[src/rtl/mem_store_ctrl.sv]
// Store-side memory write controller: aligns one store to byte lanes, runs a req/ack write, pulses st_done.
// Accept-to-req 1 cycle, zero-wait ack returns to IDLE in 3; optional req timeout under STORE_TIMEOUT_EN.
module mem_store_ctrl #(
   parameter int ADDR_W  = 32,
   parameter int TIMEOUT = 16
) (
   input  logic              clk,
   input  logic              rst_n,
   input  logic              st_req,
   input  logic [ADDR_W-1:0] st_addr,
   input  logic [31:0]       st_data,
   input  logic [1:0]        st_size,
   output logic              st_busy,
   output logic              st_done,
   output logic              st_misalign,
   output logic              st_err,
   output logic              mem_wr_req,
   output logic [ADDR_W-1:0] mem_addr,
   output logic [31:0]       mem_wdata,
   output logic [3:0]        mem_be,
   input  logic              mem_ack
);

   typedef enum logic [1:0] {
      IDLE = 2'd0,
      REQ  = 2'd1,
      DONE = 2'd2,
      FAIL = 2'd3
   } state_t;

   typedef struct packed {
      logic [ADDR_W-1:0] addr;
      logic [31:0]       wdata;
      logic [3:0]        be;
   } wr_req_t;

   state_t  state, state_nxt;
   wr_req_t wr_q, lane_req;
   logic    req_q, req_nxt;
   logic    capture;
   logic    legal;
   logic    expire;
   logic    tmo_abort;

   // Lane steering of the incoming request, evaluated only when captured in IDLE.
   always_comb begin
      lane_req       = '0;
      legal          = 1'b0;
      lane_req.addr  = {st_addr[ADDR_W-1:2], 2'b00};
      case (st_size)
         2'b00: begin
            lane_req.wdata = {4{st_data[7:0]}};
            lane_req.be    = 4'b0001 << st_addr[1:0];
            legal          = 1'b1;
         end
         2'b01: begin
            lane_req.wdata = {2{st_data[15:0]}};
            lane_req.be    = st_addr[1] ? 4'b1100 : 4'b0011;
            legal          = ~st_addr[0];
         end
         2'b10: begin
            lane_req.wdata = st_data;
            lane_req.be    = 4'b1111;
            legal          = (st_addr[1:0] == 2'b00);
         end
         default: legal = 1'b0;
      endcase
   end

`ifdef STORE_TIMEOUT_EN
   localparam int CNT_W = $clog2(TIMEOUT);
   logic [CNT_W-1:0] tmo_cnt;
   logic             err_q;

   assign expire = (tmo_cnt == CNT_W'(TIMEOUT - 1));

   always_ff @(posedge clk) begin
      if (!rst_n) begin
         tmo_cnt <= '0;
         err_q   <= 1'b0;
      end else begin
         if (state == REQ && req_q) tmo_cnt <= tmo_cnt + 1'b1;
         else                       tmo_cnt <= '0;
         err_q <= tmo_abort;
      end
   end

   assign st_err = (state == DONE) && err_q;
`else
   assign expire = 1'b0;
   assign st_err = 1'b0;
`endif

   always_ff @(posedge clk) begin
      if (!rst_n) begin
         state <= IDLE;
         req_q <= 1'b0;
         wr_q  <= '0;
      end else begin
         state <= state_nxt;
         req_q <= req_nxt;
         if (capture) wr_q <= lane_req;
      end
   end

   // The first REQ cycle only launches the registered request; ack counts once req is visible.
   always_comb begin
      state_nxt   = state;
      req_nxt     = req_q;
      capture     = 1'b0;
      tmo_abort   = 1'b0;
      st_done     = 1'b0;
      st_misalign = 1'b0;
      case (state)
         IDLE: begin
            req_nxt = 1'b0;
            if (st_req) begin
               capture   = 1'b1;
               state_nxt = legal ? REQ : FAIL;
            end
         end
         REQ: begin
            if (!req_q) begin
               req_nxt = 1'b1;
            end else if (mem_ack) begin
               req_nxt   = 1'b0;
               state_nxt = DONE;
            end else if (expire) begin
               req_nxt   = 1'b0;
               tmo_abort = 1'b1;
               state_nxt = DONE;
            end
         end
         DONE: begin
            st_done   = 1'b1;
            req_nxt   = 1'b0;
            state_nxt = IDLE;
         end
         FAIL: begin
            st_done     = 1'b1;
            st_misalign = 1'b1;
            req_nxt     = 1'b0;
            state_nxt   = IDLE;
         end
         default: begin
            req_nxt   = 1'b0;
            state_nxt = IDLE;
         end
      endcase
   end

   assign st_busy    = (state != IDLE);
   assign mem_wr_req = req_q;
   assign mem_addr   = wr_q.addr;
   assign mem_wdata  = wr_q.wdata;
   assign mem_be     = wr_q.be;

endmodule

[config.mk]
export PLATFORM = sky130hd
export DESIGN_NAME = mem_store_ctrl
export DESIGN_NICKNAME = d
export VERILOG_FILES = /design/src/rtl/mem_store_ctrl.sv
export SDC_FILE = /design/constraint.sdc
export NUM_CORES = 1
export LEC_CHECK = 0
export ABC_AREA = 1
export BUFFER_PORTS_ARGS = -buffer_cell sky130_fd_sc_hd__buf_2
export CORE_ASPECT_RATIO = 0.9
export CORE_MARGIN = 5
export CORE_UTILIZATION = 40
export CTS_CLUSTER_DIAMETER = 60
export DETAILED_ROUTE_END_ITERATION = 16
export GPL_ROUTABILITY_DRIVEN = 1
export HOLD_SLACK_MARGIN = 0.15
export PLACE_DENSITY_LB_ADDON = 0.05
export SLEW_MARGIN = 30
export SYNTH_ARGS = -nofsm -noshare
export SYNTH_HDL_FRONTEND = slang
export SYNTH_SLANG_ARGS = --single-unit
[constraint.sdc]
create_clock -name clk -period 0.9 [get_ports clk]
set_input_delay 0.045 -clock clk [delete_from_list [all_inputs] [get_ports clk]]
set_output_delay 0.045 -clock clk [all_outputs]
set_load 0.02 [all_outputs]
**Word-level counts from Yosys, hierarchy flattened**

Cells that the tools add are included.

- Bits in registers: 69
- Memory bits (writable): 0
- Latch bits: 0
- Input port bits: 70
- Memory bits (read-only): 0
- Memories kept: 0
- Output and inout bits: 73

- Muxes and demuxes: 15
- Bitwise logic cells: 1
- Reductions and logical operators: 7
- Divide/modulo/power cells: 0
- Add/subtract/negate cells: 0
- Equal/unequal tests: 8
- Order comparisons: 0
- Shift-type cells: 1
- $mul: 0

Operators by type and width:

| kind | count |
|---|---|
| $pmux 36 s3 | 1 |
| $mux 2 | 4 |
| $eq 2x2->1 const B | 3 |
| $logic_not 2->1 | 3 |
| $mux 1 | 6 |
| $ne 2x2->1 const B | 3 |
| $pmux 2 s3 | 1 |
| $eq 2x1->1 const B | 2 |
| $mux 4 | 1 |
| $shl 1x2->4 const A | 1 |
| $pmux 1 s3 | 1 |
| $reduce_and 3->1 | 1 |
| $reduce_or 3->1 | 1 |
| $pmux 1 s2 | 1 |
| $reduce_bool 2->1 | 1 |
| $reduce_or 2->1 | 1 |
| $not 1->1 | 1 |

**Depth between registers and ports, before layout**

- Word-level depth: 5
- Gate-level depth with buffers: 7
- Mapped depth without buffers: 6

**Worst setup path before layout**

No wires, ideal clock.

- Kind: register to register
- From: register state[0]
- To: register wr_q, in the netlist mem_addr[29]
- Arrival time: 0.911 ns
- Path slack: -0.124 ns
- Buffers on the path: 2
- Cell stages (with the launch flop): 7
- Data required time: 0.787 ns
- Cells stage by stage: dfxtp_1 inv_2 nand3_4 buf_6 buf_6 o21ai_1 nor2_1

- Cells in the longest elaborated chain, start to end: 2

RTL lines:

| item | RTL line | text |
|---|---|---|
| start, declared | 37 | `state_t state, state_nxt;` |
| start signal, assigned | 100 | `state <= state_nxt;` |
| $logic_not 2->1 | 114 | `case (state)` |
| $mux 1 | 114 |  |
| end signal, assigned | 102 | `if (capture) wr_q <= lane_req;` |
| end, declared | 38 | `wr_req_t wr_q, lane_req;` |

No other way between the ends.
A chain may end at the register's enable or synchronous reset.

**Final worst setup path**

- From: register state[1]
- To: register wr_q, in the netlist mem_addr[11]

The elaborated chain is that of the path after synthesis.

==> impl_metrics.yaml <==
timing:
  setup_violations: 71
  period_share_pct: 138
  finalSetupTns_ns: -17.99
  rsz0062_at_grt: "true"
  setup_ws_ns: -0.343
  min_period_ns: 1.24
  report.final.slew_viol_count: 0
  timing.fmax_mhz: 804
  skew_ns: 0.0111
  hold_viol_final: 0
setup_path:
  r2r-start: "state[1]$_SDFFE_PN0P_"
  cpMostUsedCell: "nor2_1"
  crit_chain: "inv_2 > nand3_4 > buf_12 > clkinv_8 > clkbuf_16 > nor2_1 > nor2_1"
  cp_data_required_time_ns: 1.14
  r2r_cells: 7
  arrival_ns: 1.48
  critPathLaunchType: "flop"
  critPathKind: "reg2reg"
  max_stage_delay_ns: 0.33
  rrSetupSlack_ns: -0.34
  crit_buf_inv: 4
  worst-path-max-fanout: 13
  slowest_stage: "dfxtp_2"
  crit_path_end_kind: "flop"
  r2r-end: "mem_addr[11]$_SDFFE_PN0P_"
  critPathTopFamily: "buffers and inverters"
yosys:
  yosys_register_bits: 69
  synthDistinctLibCells: 23
  syn-cell-area_um2: 2950
  yosysMostFrequentCell: "nand2_1"
  synthCells: 397
  synth_edf_count: 0
  synth_flop_cell: "dfxtp_1"
  synth_area_leaders: "dfxtp_1 47%, nand2_1 11%, nor2_1 8.4%"
  async_flop_share_pct: 0
  synth_top_cell_by_area: "dfxtp_1"
  ys_warn_count: 0
  synth_top_area_share_pct: 46.9
  ys_seq_area_share_pct: 46.9
  syn_area_per_cell_um2: 7.42
  ys_top_cells_by_count: "86 x nand2_1, 69 x dfxtp_1, 66 x nor2_1"
route:
  firstDrtPassIters: 4
  ant_nets: 0
  viasPerCell: 4.94
  drc_errors: 0
  wl_um: 11600
  drt_iter0_drc: 152
  post_drt_wl_per_cell_um: 15.9
  vias: 3598
clocking:
  root_buffer: "clkbuf_8"
  clk_latency_ns: 0.35
  clk_pin_slew_ns: 0.08
  cts_buffers: 9
  max-clock-path-buffers: 2
  cts_tree: "yes"
  htreeDepth: 3
  cts.sinks: 69
power_and_ir_drop:
  combPwrFrac_pct: 36.1
  intPower_mw: 6.46
  p_clk_share_pct: 25.6
  p_sw_mw: 3.18
  p_total_mw: 9.64
  power_leakage_nw: 2.49
  peakVddDrop_uv: 934
  switching_share_pct: 33.0
  p_seq_share_pct: 38.3
  power_density_nw_per_um2: 1750
hold_path:
  hold_path_class: "in2reg"
  hp-start: "st_addr[1]"
  hold_path_end: "mem_be[2]$_SDFFE_PN0P_"
  hold_depth: 5
global_route:
  grt_antenna_before_repair: 0
  grt_pass1_wl_um: 16500
  grt_pass1_vias: 3516
  grt.total_usage_pct: 22.3
  gr-total-overflow: 0
  grt_max_degree: 28
floorplanning:
  start_util_pct: 41.4
  io_pins: 143
  rows: 29
  die_w_um: 100
  die-area_um2: 9180
  core_area_um2: 7110
  die_h_um: 91.4
placement:
  place_hpwl_um: 6770
  pre_cts_slack_ns: -0.238
  place_congestion: 0.850
  port_buffers: 139
run_status:
  status: "finished, violations left"
  violations: "setup timing"
job:
  maxCapViolations: 0
final_layout:
  areaGrowthSynthToFinish_pct: 86.4
  nets: 699
  fillers: 495
  final_core_util_pct: 77.2
  drive_above_1_share_pct: 50.6
[placed cells by master (no fill, tap or decap), types with 2 or more instances in the layout]
master | synthesis | layout
o21ai_2 | 0 | 3
conb_1 | 1 | 3
inv_2 | 7 | 8
nor2_1 | 66 | 58
nand3_1 | 29 | 29
clkbuf_8 | 0 | 9
a21oi_1 | 43 | 28
o21ai_0 | 44 | 23
nand2_2 | 1 | 15
dlygate4sd3_1 | 0 | 66
buf_6 | 10 | 34
nor2_2 | 0 | 6
buf_4 | 3 | 65
dfxtp_2 | 0 | 59
o21ai_1 | 3 | 21
nand2_1 | 86 | 70
buf_12 | 0 | 8
clkbuf_16 | 0 | 5
nand2_4 | 0 | 2
inv_1 | 6 | 4
a21oi_2 | 5 | 19
buf_2 | 8 | 69
inv_6 | 1 | 2
clkbuf_1 | 8 | 2
dfxtp_1 | 69 | 9
nor2_4 | 2 | 4
[cell families after synthesis]
family / after synthesis / share of synthesized area [%]
simple gates: 188 / 27.1
flops: 69 / 46.9
buf+inv: 43 / 8.92
other cells: 1 / 0.127
compound gates: 96 / 17.0
[how the worst max path moves through the flow]
stage / endpoint / from / cells after the start
global placement: mem_addr[26]$_SDFFE_PN0P_ / state[0]$_SDFFE_PN0P_ / 5
finish: mem_addr[11]$_SDFFE_PN0P_ / state[1]$_SDFFE_PN0P_ / 7
floorplan: mem_addr[29]$_SDFFE_PN0P_ / state[0]$_SDFFE_PN0P_ / 6
global route: mem_addr[11]$_SDFFE_PN0P_ / state[1]$_SDFFE_PN0P_ / 7
CTS: st_busy / state[1]$_SDFFE_PN0P_ / 5
detailed placement: mem_wdata[18]$_SDFFE_PN0P_ / state[0]$_SDFFE_PN0P_ / 6
[worst min-delay path: stages]
cell and delay, ns:
buf_2 0.13, nand3_1 0.10, nand3_1 0.08, nand2_1 0.06, a21oi_1 0.05
[flip-flops by register name, indices dropped and copies added, names as in the netlist]
name	flops
mem_wr_req	1
mem_be	4
mem_wdata	32
state	2
mem_addr	30
[layout make-up]
cell class / instances / area [um^2] / share of cell area [%]
Timing Repair Buffer: 248 / 2180 / 39.6
Multi-Input combinational cell: 287 / 1480 / 26.9
Sequential cell: 69 / 1460 / 26.6
Clock buffer: 11 / 131 / 2.39
Tap cell: 93 / 116 / 2.12
Inverter: 14 / 70.1 / 1.28
Clock inverter: 5 / 60.1 / 1.09
Antenna cell: 1 / 2.50 / 0.0456
[power groups by stage]
stage                     clock network (mW)  logic (mW)  registers [mW]
after floorplan                            0        1.04            4.03
after global placement                     0        2.32            3.62
after detailed placement                   0        2.34            3.63
after CTS                               2.53        2.93            3.60
after global routing                    2.66        3.72            3.73
final                                   2.47        3.48            3.69
[per-stage QoR]
step                instance area [um^2]  cells  hold slack [ns]
floorplan                           2980    399            0.185
global placement                    3850    630            0.285
detailed placement                  3850    630            0.298
CTS                                 5020    715            0.152
global route                        5490    727            0.180
finish                              5490    728            0.164
[per-layer routing]
layer,global-route usage [%],share of wire [%]
met5,0,0
met1,26.7,40
met4,6.73,1.1
met2,38.4,52
met3,6.44,6.5
[repair_timing]
action,CTS,global route
pin swaps,8,8
gates cloned,1,6
endpoints found under the hold margin,66,0
endpoints found under the setup margin,121,132
hold buffers,66,0
resized for setup,103,129
buffers inserted,2,7
(Power assumes the default switching activity.)
